### config.mk
export PLATFORM = sky130hd
export DESIGN_NAME = mt9v_capture
export DESIGN_NICKNAME = d
export VERILOG_FILES = /design/src/rtl/mt9v_capture.sv
export SDC_FILE = /design/constraint.sdc
export NUM_CORES = 1
export LEC_CHECK = 0
export CAP_MARGIN = 0
export CORE_ASPECT_RATIO = 0.8
export CORE_UTILIZATION = 55
export DETAILED_ROUTE_END_ITERATION = 8
export PLACE_DENSITY = 0.84
export SYNTH_ARGS = -nofsm -noshare
export SYNTH_HDL_FRONTEND = slang
export SYNTH_SLANG_ARGS = --single-unit
### constraint.sdc
create_clock -name pclk -period 4 [get_ports pclk]
set_input_delay 0.8 -clock pclk [delete_from_list [all_inputs] [get_ports pclk]]
set_output_delay 0.8 -clock pclk [all_outputs]
set_load 0.01 [all_outputs]
### src/rtl/mt9v_capture.sv
// rtl/mt9v_capture.sv - MT9V camera input front end: IOB register, sync normalisation,
// frame/line markers, pixel coordinates, geometry checks and frame counter.
module mt9v_capture #(
  parameter int DW     = 8,
  parameter int FM_POL = 1,
  parameter int LN_POL = 1,
  parameter int XW     = 10,
  parameter int YW     = 9,
  parameter int EXP_W  = 752,
  parameter int EXP_H  = 480
) (
  input  logic          pclk,
  input  logic          rst_n,
  input  logic [DW-1:0] data_in,
  input  logic          fm_in,
  input  logic          ln_in,
  output logic [DW-1:0] data_out,
  output logic          fm_out,
  output logic          ln_out,
  output logic          px_valid,
  output logic          sof,
  output logic          eof,
  output logic          sol,
  output logic          eol,
  output logic [XW-1:0] x,
  output logic [YW-1:0] y,
  output logic          line_err,
  output logic          frame_err,
  output logic [15:0]   frame_cnt
);

  typedef enum logic [1:0] {SYNC, IDLE, FRAME} state_e;

  localparam logic          FM_P = 1'(FM_POL);
  localparam logic          LN_P = 1'(LN_POL);
  localparam logic [XW-1:0] XMAX = {XW{1'b1}};
  localparam logic [YW-1:0] YMAX = {YW{1'b1}};

  state_e        state_q, state_d;
  logic [DW-1:0] d1_q, d1_d, data_out_q, data_out_d;
  logic          f1_q, f1_d, l1_q, l1_d, v1_q, v1_d;
  logic          fm_raw2_q, fm_raw2_d, ln_raw2_q, ln_raw2_d;
  logic          fm_out_q, fm_out_d, ln_out_q, ln_out_d, px_valid_q, px_valid_d;
  logic          sof_q, sof_d, eof_q, eof_d, sol_q, sol_d, eol_q, eol_d;
  logic          line_err_q, line_err_d, frame_err_q, frame_err_d;
  logic [XW-1:0] x_q, x_d, line_len;
  logic [YW-1:0] y_q, y_d, lc_q, lc_d, lc_cur;
  logic [15:0]   frame_cnt_q, frame_cnt_d;
  logic          f_rise, f_fall, fl_rise, in_frame;

  always_comb begin
    d1_d        = data_in;
    f1_d        = fm_in ~^ FM_P;
    l1_d        = ln_in ~^ LN_P;
    v1_d        = 1'b1;
    data_out_d  = d1_q;
    fm_raw2_d   = f1_q;
    ln_raw2_d   = l1_q;
    state_d     = state_q;
    sof_d       = 1'b0;
    eof_d       = 1'b0;
    x_d         = x_q;
    y_d         = y_q;
    f_rise      = f1_q & ~fm_raw2_q;
    f_fall      = ~f1_q & fm_raw2_q;
    fl_rise     = f1_q & l1_q & ~(fm_raw2_q & ln_raw2_q);

    case (state_q)
      // v1_q guards against trusting the reset value of f1 on the first cycle
      SYNC:    if (v1_q && !f1_q) state_d = IDLE;
      IDLE:    if (f_rise) begin state_d = FRAME; sof_d = 1'b1; end
      FRAME:   if (f_fall) begin state_d = IDLE;  eof_d = 1'b1; end
      default: state_d = SYNC;
    endcase

    in_frame    = (state_d == FRAME);
    fm_out_d    = f1_q & in_frame;
    ln_out_d    = l1_q & in_frame;
    px_valid_d  = fm_out_d & ln_out_d;
    sol_d       = in_frame & fl_rise;
    eol_d       = (state_q == FRAME) & ln_out_q & (~l1_q | ~f1_q);

    lc_cur = sof_d ? '0 : lc_q;
    lc_d   = lc_cur;
    if (sol_d) begin
      x_d  = '0;
      y_d  = (lc_cur == '0) ? '0 : ((y_q == YMAX) ? y_q : y_q + 1'b1);
      lc_d = (lc_cur == YMAX) ? lc_cur : lc_cur + 1'b1;
    end else if (px_valid_d) begin
      x_d  = (x_q == XMAX) ? x_q : x_q + 1'b1;
    end

    line_len    = (x_q == XMAX) ? x_q : x_q + 1'b1;
    line_err_d  = eol_d & (32'(line_len) != EXP_W);
    frame_err_d = eof_d & (32'(lc_q) != EXP_H);
    frame_cnt_d = frame_cnt_q + 16'(eof_d);
  end

  always_ff @(posedge pclk or negedge rst_n) begin
    if (!rst_n) begin
      d1_q <= '0; f1_q <= 1'b0; l1_q <= 1'b0; v1_q <= 1'b0;
      state_q <= SYNC;
      data_out_q <= '0; fm_raw2_q <= 1'b0; ln_raw2_q <= 1'b0;
      fm_out_q <= 1'b0; ln_out_q <= 1'b0; px_valid_q <= 1'b0;
      sof_q <= 1'b0; eof_q <= 1'b0; sol_q <= 1'b0; eol_q <= 1'b0;
      x_q <= '0; y_q <= '0; lc_q <= '0;
      line_err_q <= 1'b0; frame_err_q <= 1'b0; frame_cnt_q <= '0;
    end else begin
      d1_q <= d1_d; f1_q <= f1_d; l1_q <= l1_d; v1_q <= v1_d;
      state_q <= state_d;
      data_out_q <= data_out_d; fm_raw2_q <= fm_raw2_d; ln_raw2_q <= ln_raw2_d;
      fm_out_q <= fm_out_d; ln_out_q <= ln_out_d; px_valid_q <= px_valid_d;
      sof_q <= sof_d; eof_q <= eof_d; sol_q <= sol_d; eol_q <= eol_d;
      x_q <= x_d; y_q <= y_d; lc_q <= lc_d;
      line_err_q <= line_err_d; frame_err_q <= frame_err_d; frame_cnt_q <= frame_cnt_d;
    end
  end

  assign data_out  = data_out_q;
  assign fm_out    = fm_out_q;
  assign ln_out    = ln_out_q;
  assign px_valid  = px_valid_q;
  assign sof       = sof_q;
  assign eof       = eof_q;
  assign sol       = sol_q;
  assign eol       = eol_q;
  assign x         = x_q;
  assign y         = y_q;
  assign line_err  = line_err_q;
  assign frame_err = frame_err_q;
  assign frame_cnt = frame_cnt_q;

endmodule

==> results.cfg, run 1 <==
[setup_path]
cp_slowest_stage_delay_ns = 0.60
path_buf_inv = 1
crit_required_ns = 3.20
startpoint_type = flop
cp_slowest_cell = clkdlybuf4s50_1
cp_cell_sequence = clkdlybuf4s50_1
cp.arrival_ns = 1.47
worst-setup-path-type = flop to output port
cpLargestDelayFamily = buffers and inverters
cp-end-kind = output port
path_max_fanout = 11

[synthesis]
syn_nets = 315
synth_seq_area_share_pct = 57.4
ys_types = 57
yosysTopAreaCell = dfrtp_1
synth_edf_count = 0
yosysTopAreaCellShare_pct = 57.4
syn-cell-area_sq_um = 3310
ys_async_sr_fraction_pct = 100
synth.avg_cell_area_sq_um = 11.1
yosys-top-cells-area = dfrtp_1 (57%), xnor2_1 (4.2%), nand2_1 (3.1%)
synth_cells = 297
ys_seq_elements = 76
yosysWarningCount = 0
synth_flop_cell = dfrtp_1

[placed_design]
dp.cells = 428
gp_congestion = 0.855
dp_hpwl_microns = 4700
portBuffers = 63

[clock_network]
clk_pin_slew_worst_paths_ns = 0.08
cts_sinks = 76
cts_root_buf = clkbuf_8
numCtsBuffers = 9
cts_resized = 0
clk-insertion-delay-late_ns = 0.35
post-cts-setup-buffers = 0
cts_max_level = 3
cts_tree = yes
cts_buffer_depth = 2
ctsHoldBuffers = 0

[power_and_ir_drop]
ir_drop_uv = 326
power_leakage_nw = 1.81
powerDensity_nw_per_um2 = 431

[floorplanning]
initial_core_util_pct = 59.0
dieArea_sq_um = 6340
io_pins = 64
fp-row-count = 24
core_area_sq_um = 5620
die_x_microns = 88.7
die_h_microns = 71.4

[job]
maxCapViolCount = 0

[global_route]
antenna_found_initial = 0
grt_max_degree = 77
grt_pass1_vias = 2364
grt_use_total_pct = 23.8
grt_overflow = 0
grt_first_pass_wirelength_microns = 11400

[timing]
period_needed_ns = 2.27
slew_headroom_pct = 39.7
clock.fmax_ghz = 0.441
finalHoldViolations = 0
fin_crit_sh_pct = 56.7
final.setup.tns_ns = 0
drv_slew = 0
worst_pin_slew_ns = 0.904
setup_violations = 0
final.setup_skew_ns = 0.00655
rsz0062_at_grt = no

[drt]
drt_iter0_markers = 229
drc_errors = 0
drt-total-wl_microns = 6860
avgRoutedWirePerCell_microns = 15.4
vias = 2540
antenna_left = 0
via_per_inst = 5.72
dr.pass1.iters = 5

[finish]
drive_above_1_share_pct = 8.20
layout_commonest_cell = dfrtp_1
mostFrequentLayoutCells = dfrtp_1 (76), clkdlybuf4s50_1 (62), nand2_1 (27)
antenna_cells = 0
fillerInstances = 388
instances_no_fill = 444
area_growth_syn_to_layout_pct = 27.1
nets = 379

[run_status]
status = complete, no violations

[hold_path]
hold_path_class = flop to flop
## cells by family after synthesis
| family | after synthesis | share of synthesized area [%] |
|---|---|---|
| buf+inv | 20 | 2.72 |
| compound gates | 64 | 13.2 |
| xor+xnor | 21 | 5.56 |
| fa+ha+maj | 6 | 2.27 |
| flops | 76 | 57.4 |
| simple gates | 108 | 18.2 |
| other cells | 1 | 0.113 |
| mux | 1 | 0.453 |
## report_power, final
group | switching, mW | leakage [nW] | total [mW] | internal [mW]
clock | 0.286 | 0.110 | 0.641 | 0.355
combinational | 0.136 | 0.699 | 0.279 | 0.143
sequential | 0.0651 | 1.00 | 0.891 | 0.826
total | 0.488 | 1.81 | 1.81 | 1.32
## metrics by stage
stage | hold WS [ns] | worst slack [ns] | power (mW) | cell area [sq um] | util (%)
floorplan | 0.331 | 1.97 | 1.05 | 3310 | -
global placement | 0.332 | 1.94 | 1.17 | 3980 | 70.9
CTS | 0.354 | 1.72 | 1.83 | 4210 | 74.9
finish | 0.352 | 1.73 | 1.81 | 4210 | 74.9
detailed placement | 0.336 | 1.85 | 1.18 | 3980 | 70.9
global route | 0.361 | 1.57 | 1.90 | 4210 | 74.9
## metal layers
layer	track usage, %	routed length, microns	vias up
met5	0	0	-
met4	5.91	56	0
met3	7.60	414	8
met2	37.8	3370	85
met1	32.2	3020	1242
li1	-	-	1205
## flip-flops by register name, indices dropped and copies added, names as in the netlist
signal and cells:
fm_raw2_q 1, v1_q 1, l1_q 1, state_q 2
eof 1, y 9, lc_q 9, frame_cnt 16
fm_out 1, ln_out 1, data_out 8, eol 1
sol 1, f1_q 1, x 10, sof 1
ln_raw2_q 1, frame_err 1, px_valid 1, line_err 1
d1_q 8
## final timing paths
check	startpoint	to	slack, ns	cells after the start
max in group asynchronous	rst_n	px_valid$_DFF_PN0_	2.84	1
hold reg to reg	d1_q[6]$_DFF_PN0_	data_out[6]$_DFF_PN0_	0.35	0
min in group asynchronous	rst_n	frame_cnt[7]$_DFF_PN0_	0.59	1
setup / recovery	x[2]$_DFFE_PN0P_	x[2]	1.73	1
hold / removal	d1_q[6]$_DFF_PN0_	data_out[6]$_DFF_PN0_	0.35	0
setup reg to reg	state_q[1]$_DFF_PN0_	frame_cnt[14]$_DFF_PN0_	1.78	9
## synth_stat cells, types with 5 or more instances
| master | n |
|---|---|
| nand4_1 | 7 |
| xnor2_1 | 16 |
| nand3_1 | 16 |
| a21oi_1 | 7 |
| a31oi_1 | 9 |
| nand2_1 | 27 |
| nor2_1 | 14 |
| nor4_1 | 5 |
| clkbuf_1 | 5 |
| dfrtp_1 | 76 |
| o31ai_1 | 6 |
| xor2_1 | 5 |
| ha_1 | 6 |
| nor2b_1 | 5 |
| inv_1 | 9 |
| o21ai_0 | 19 |
## area by class of cell
class	instances	area (sq um)	share of cell area [%]
Inverter	10	37.5	0.892
Timing Repair Buffer	63	628	14.9
Clock inverter	7	98.8	2.35
Clock buffer	9	124	2.94
Tap cell	78	97.6	2.32
Sequential cell	76	1900	45.2
Multi-Input combinational cell	201	1320	31.4
(Power assumes the default switching activity.)
==> inputs of run 2 (changes only) <==
--- a/config.mk
+++ b/config.mk
@@ -7,9 +7,9 @@
 export LEC_CHECK = 0
 export CAP_MARGIN = 0
 export CORE_ASPECT_RATIO = 0.8
-export CORE_UTILIZATION = 55
+export CORE_UTILIZATION = 46
 export DETAILED_ROUTE_END_ITERATION = 8
-export PLACE_DENSITY = 0.84
+export PLACE_DENSITY = 0.75
 export SYNTH_ARGS = -nofsm -noshare
 export SYNTH_HDL_FRONTEND = slang
 export SYNTH_SLANG_ARGS = --single-unit
==> constraint.sdc (replaced) <==
create_clock -name pclk -period 1.8 [get_ports pclk]
set_input_delay 0.36 -clock pclk [delete_from_list [all_inputs] [get_ports pclk]]
set_output_delay 0.36 -clock pclk [all_outputs]
set_load 0.01 [all_outputs]
==> run 2 against run 1 <==
Compared with the run above:
- the flow now finishes with violations (negative setup slack)
- worst setup slack worse by 1.9 ns
- first-iteration DRC count is 33% lower
- sequential power is 120% higher
- via count is 9.1% higher
- sequential share of layout area is 5.9 points lower
- global-route usage is 3.2 points lower
- final area is 16% higher
- die area is 19% higher
- clock-buffer cell count is 2 higher
==> results.cfg, run 2 (synthesized netlist as in run 1, its figures left out) <==
[power_and_ir_drop]
power_mw = 4.06
ir_drop_uv = 492
powerDensity_nw_per_um2 = 835
power_leakage_nw = 2.12

[drt]
drc_errors = 0
antenna_left = 0
dr.pass1.iters = 4
vias = 2770
via_per_inst = 5.39
avgRoutedWirePerCell_microns = 15.1
drt-total-wl_microns = 7750
drt_iter0_markers = 153

[timing]
clock.fmax_ghz = 0.516
rsz0062_at_grt = yes
setup_violations = 9
final.setup.tns_ns = -0.769
hold_slack_ns = 0.351
worst_pin_slew_ns = 0.575
fin_crit_sh_pct = 108
slew_headroom_pct = 61.5
drv_slew = 0
period_needed_ns = 1.94
final.setup_skew_ns = 0.00995
finalHoldViolations = 0
finalWorstSetupSlack_ns = -0.137

[finish]
antenna_cells = 0
mostFrequentLayoutCells = dfrtp_1 (70), clkdlybuf4s50_1 (61), buf_4 (58)
largest_reg_flops = 16
utilization_pct = 70.2
instances_no_fill = 514
nets = 441
drive_above_1_share_pct = 29.5
layout_commonest_cell = dfrtp_1
final_area_sq_um = 4860
area_growth_syn_to_layout_pct = 46.8
fillerInstances = 491

[setup_path]
cpLargestDelayFamily = simple AND/OR/NAND/NOR gates
worst-setup-path-type = flop to flop
crit_required_ns = 2.07
path_max_fanout = 2
cp-end-kind = flop
cp_slowest_cell = dfrtp_1
cp_cell_sequence = ha_2, nand3_2, nor3_2, ha_2, and4b_2, buf_4, buf_4, buf_4, o21ai_2, o2bb2ai_1
critPathMostFrequentCell = buf_4
startpoint_type = flop
cp.arrival_ns = 2.21
cp_slowest_stage_delay_ns = 0.37
path_buf_inv = 3

[floorplanning]
initial_core_util_pct = 47.8
dieArea_sq_um = 7540
io_pins = 64
core_area_sq_um = 6930
fp-row-count = 27
die_h_microns = 77.9
die_x_microns = 96.9

[clock_network]
cts_root_buf = clkbuf_8
cts_buffer_depth = 2
cts_max_level = 3
cts_sinks = 76
clk-insertion-delay-late_ns = 0.34
clk_pin_slew_worst_paths_ns = 0.08
numCtsBuffers = 9
cts_tree = yes

[global_route]
grt_pass1_vias = 2657
antenna_found_initial = 0
grt_max_degree = 38
grt_first_pass_wirelength_microns = 12200
grt_use_total_pct = 20.6
grt_overflow = 0

[placed_design]
dp.cells = 490
pre_cts_ws_ns = -0.104
gp_congestion = 0.827
dpl_cell_area_sq_um = 4430
dp_hpwl_microns = 5130
portBuffers = 63

[run_status]
violations = negative setup slack
status = finished, violations left

[hold_path]
hold_path_class = flop to flop

[job]
maxCapViolCount = 0
run 2: cell types whose count changed in the layout (fill, tap and decap cells not counted), sizes merged:
| cell | previous run | this run |
|---|---|---|
| buf | 1 | 62 |
| clkinv | 2 | 3 |
| dlygate4sd3 | 0 | 1 |
| clkbuf | 9 | 11 |
| clkdlybuf4s50 | 62 | 61 |
| inv | 12 | 10 |
| bufinv | 2 | 0 |
| dlymetal6s2s | 0 | 1 |
run 2: worst paths after layout:
path / slack [ns] / startpoint / cells past startpoint / end
max in group asynchronous: 0.74 / rst_n / 3 / x[9]$_DFFE_PN0P_
hold / removal: 0.35 / d1_q[4]$_DFF_PN0_ / 0 / data_out[4]$_DFF_PN0_
min in group asynchronous: 0.50 / rst_n / 2 / d1_q[4]$_DFF_PN0_
setup / recovery: -0.14 / y[1]$_DFFE_PN0P_ / 10 / y[3]$_DFFE_PN0P_
hold reg to reg: 0.35 / d1_q[4]$_DFF_PN0_ / 0 / data_out[4]$_DFF_PN0_
setup reg to reg: -0.14 / y[1]$_DFFE_PN0P_ / 10 / y[3]$_DFFE_PN0P_
run 2: power by group:
group	internal [mW]	total (mW)	switching [mW]	leakage [nW]
registers	1.84	1.98	0.136	0.994
logic	0.529	0.976	0.447	1.05
clock network	0.528	1.10	0.577	0.0852
total	2.90	4.06	1.16	2.12
run 2: what timing repair did:
| item | CTS | global route |
|---|---|---|
| gates resized for setup | 18 | 32 |
| pin swaps | 8 | 4 |
| hold buffers | 1 | 0 |
| setup endpoints to repair | 16 | 29 |
| endpoints found under the hold margin | 30 | 0 |
| buffers inserted | 5 | 3 |
run 2: cell type report:
class	instances	area [sq um]	share of cell area, %
Clock inverter	4	26.3	0.541
Clock buffer	11	141	2.91
Timing Repair Buffer	125	1120	23.1
Sequential cell	76	1910	39.3
Multi-Input combinational cell	201	1510	31.2
Inverter	10	37.5	0.772
Tap cell	87	109	2.24
run 2: worst reg2reg max path, stage by stage (launching register included):
cell	delay (ns)
dfrtp_1	0.37
ha_2	0.19
nand3_2	0.08
nor3_2	0.15
ha_2	0.21
and4b_2	0.25
buf_4	0.14
buf_4	0.13
buf_4	0.13
o21ai_2	0.11
o2bb2ai_1	0.12
run 2: layer usage:
metal  track usage (%)  vias to the layer above  part of all wire, %
met3              4.86                        6                  4.7
met1              26.0                     1367                   44
li1                  -                     1318                    -
met4              10.6                        0                  1.2
met2              33.5                       79                   50
met5                 0                        -                    0
==> inputs of run 3 (changes only) <==
--- a/config.mk
+++ b/config.mk
@@ -7,6 +7,7 @@
 export LEC_CHECK = 0
 export CAP_MARGIN = 0
 export CORE_ASPECT_RATIO = 0.8
+export CORE_MARGIN = 4
 export CORE_UTILIZATION = 46
 export DETAILED_ROUTE_END_ITERATION = 8
 export PLACE_DENSITY = 0.75
==> run 3 against run 2 <==
Compared with the run above:
- first-iteration DRC count fell by 7.8%
- fmax is 2.7% lower
- the flow still finishes with violations (negative setup slack)
- largest cell class unchanged
- register-to-register slack lost 0.05 ns
- sequential cell count unchanged
- worst setup slack lost 0.054 ns
==> results.cfg, run 3 (synthesized netlist as in run 1, its figures left out) <==
[power_and_ir_drop]
ir_drop_uv = 616
power_leakage_nw = 2.19
p_sw_share_pct = 26.5
pwr-share-clk_pct = 36.1
p_int_mw = 3.45
powerDensity_nw_per_um2 = 941
p_sw_mw = 1.25
p_comb_share_pct = 22.0
power_mw = 4.70
p_seq_share_pct = 41.9

[placed_design]
dp_hpwl_microns = 5400
gp_congestion = 0.823
portBuffers = 63
pre_cts_ws_ns = -0.154
dpl_cell_area_sq_um = 4360

[drt]
drt_iter0_markers = 141
drc_errors = 0
vias = 2850
dr.pass1.iters = 4
drt-total-wl_microns = 8570
via_per_inst = 5.57
antenna_left = 0
avgRoutedWirePerCell_microns = 16.7

[timing]
period_needed_ns = 1.99
finalHoldViolations = 0
fin_crit_sh_pct = 111
drv_slew = 0
worst_pin_slew_ns = 0.582
setup_violations = 11
finalWorstSetupSlack_ns = -0.191
rsz0062_at_grt = yes
slew_headroom_pct = 61.1
clock.fmax_ghz = 0.502
final.setup.tns_ns = -1.30
final.setup_skew_ns = 0.0118

[run_status]
violations = negative setup slack
status = finished, violations left

[setup_path]
reg2regPathDepth = 8
path_max_fanout = 3
rr_endpoint = y[7]$_DFFE_PN0P_
cp-end-kind = flop
critPathLaunch = y[1]$_DFFE_PN0P_
cp.arrival_ns = 2.24
setup.worst_path.end = y[7]$_DFFE_PN0P_
r2r_setup_slack_ns = -0.19
r2r-start = y[1]$_DFFE_PN0P_
crit_required_ns = 2.05
startpoint_type = flop
worst-setup-path-type = flop to flop

[clock_network]
cts_max_level = 3
numCtsBuffers = 9
cts_sinks = 76
clk-insertion-delay-late_ns = 0.35
cts_root_buf = clkbuf_8
cts_buffer_depth = 2
clk_pin_slew_worst_paths_ns = 0.08
cts_tree = yes

[hold_path]
hold_path_class = flop to flop
hold_depth = 0

[finish]
antenna_cells = 0
final_area_sq_um = 5000
layout_commonest_cell = dfrtp_1
largest_reg_flops = 16
drive_above_1_share_pct = 29.6
nets = 438
mostFrequentLayoutCells = dfrtp_1 (70), clkdlybuf4s50_1 (59), buf_4 (55)
area_growth_syn_to_layout_pct = 51.0

[job]
maxCapViolCount = 0

[floorplanning]
die_x_microns = 103
dieArea_sq_um = 8630
die_h_microns = 83.9
io_pins = 64
initial_core_util_pct = 47.8
core_area_sq_um = 6930
fp-row-count = 27

[global_route]
grt_first_pass_wirelength_microns = 13600
grt_max_degree = 33
grt_pass1_vias = 2779
grt_use_total_pct = 20.1
antenna_found_initial = 0
grt_overflow = 0
## run 3: cell types whose count changed in the layout (fill, tap and decap cells not counted), moves of 2 or more
cell | before | now
a21boi_1 | 2 | 0
clkinv_2 | 2 | 0
clkdlybuf4s50_1 | 61 | 59
buf_4 | 58 | 55
bufinv_16 | 0 | 4
dlymetal6s2s_1 | 1 | 3
a21boi_0 | 0 | 2
## run 3: area by class of cell
| class | count | area (sq um) |
|---|---|---|
| tap | 87 | 109 |
| fill | 471 | 1930 |
| inverter | 10 | 41.3 |
| clock buffer | 10 | 128 |
| multi-input combinational | 201 | 1560 |
| timing repair buffer | 122 | 1110 |
| sequential | 76 | 1910 |
| clock inverter | 6 | 136 |
## run 3: worst min path at each step
stage,startpoint,end
2_1_floorplan,rst_n,d1_q[0]$_DFF_PN0_
3_3_place_gp,rst_n,d1_q[1]$_DFF_PN0_
3_5_place_dp,rst_n,d1_q[1]$_DFF_PN0_
4_1_cts,d1_q[6]$_DFF_PN0_,data_out[6]$_DFF_PN0_
5_1_grt,d1_q[6]$_DFF_PN0_,data_out[6]$_DFF_PN0_
6_report,d1_q[6]$_DFF_PN0_,data_out[6]$_DFF_PN0_
## run 3: power by group through the flow
stage | Sequential [mW] | Clock (mW) | Combinational, mW
floorplan | 2.00 | 0 | 0.369
global placement | 1.97 | 0 | 0.788
detailed placement | 1.98 | 0 | 0.815
CTS | 1.95 | 1.72 | 0.908
global route | 1.99 | 1.80 | 1.12
finish | 1.97 | 1.70 | 1.03
## run 3: timing repair
action / CTS / global route
hold buffers: 1 / 0
pin swaps: 7 / 10
buffers inserted: 6 / 9
gates resized for setup: 21 / 37
gates cloned: 0 / 0
endpoints found under the setup margin: 22 / 46
endpoints found under the hold margin: 29 / 0
## run 3: critical path: stages (launching register included)
cell and delay, ns:
dfrtp_1 0.40, ha_2 0.20, nand3_2 0.07, nor3_2 0.04, ha_2 0.19, and4b_1 0.30
nand3_2 0.12, or4_4 0.44, o221ai_2 0.15
## run 3: stage by stage
stage | hold WS (ns) | util (%) | instances
2_1_floorplan | 0.0644 | - | 297
3_3_place_gp | 0.313 | 62.9 | 480
3_5_place_dp | 0.317 | 62.9 | 480
4_1_cts | 0.354 | 68.8 | 503
5_1_grt | 0.356 | 72.2 | 512
6_report | 0.352 | 72.2 | 512
## run 3: metal layers
layer  wire length (microns)  vias to the layer above  GRT usage [%]
met4                     202                        0           7.06
li1                        -                     1314              -
met2                    4340                       97           31.2
met3                     389                       19           4.93
met1                    3640                     1420           27.4
met5                       0                        -              0
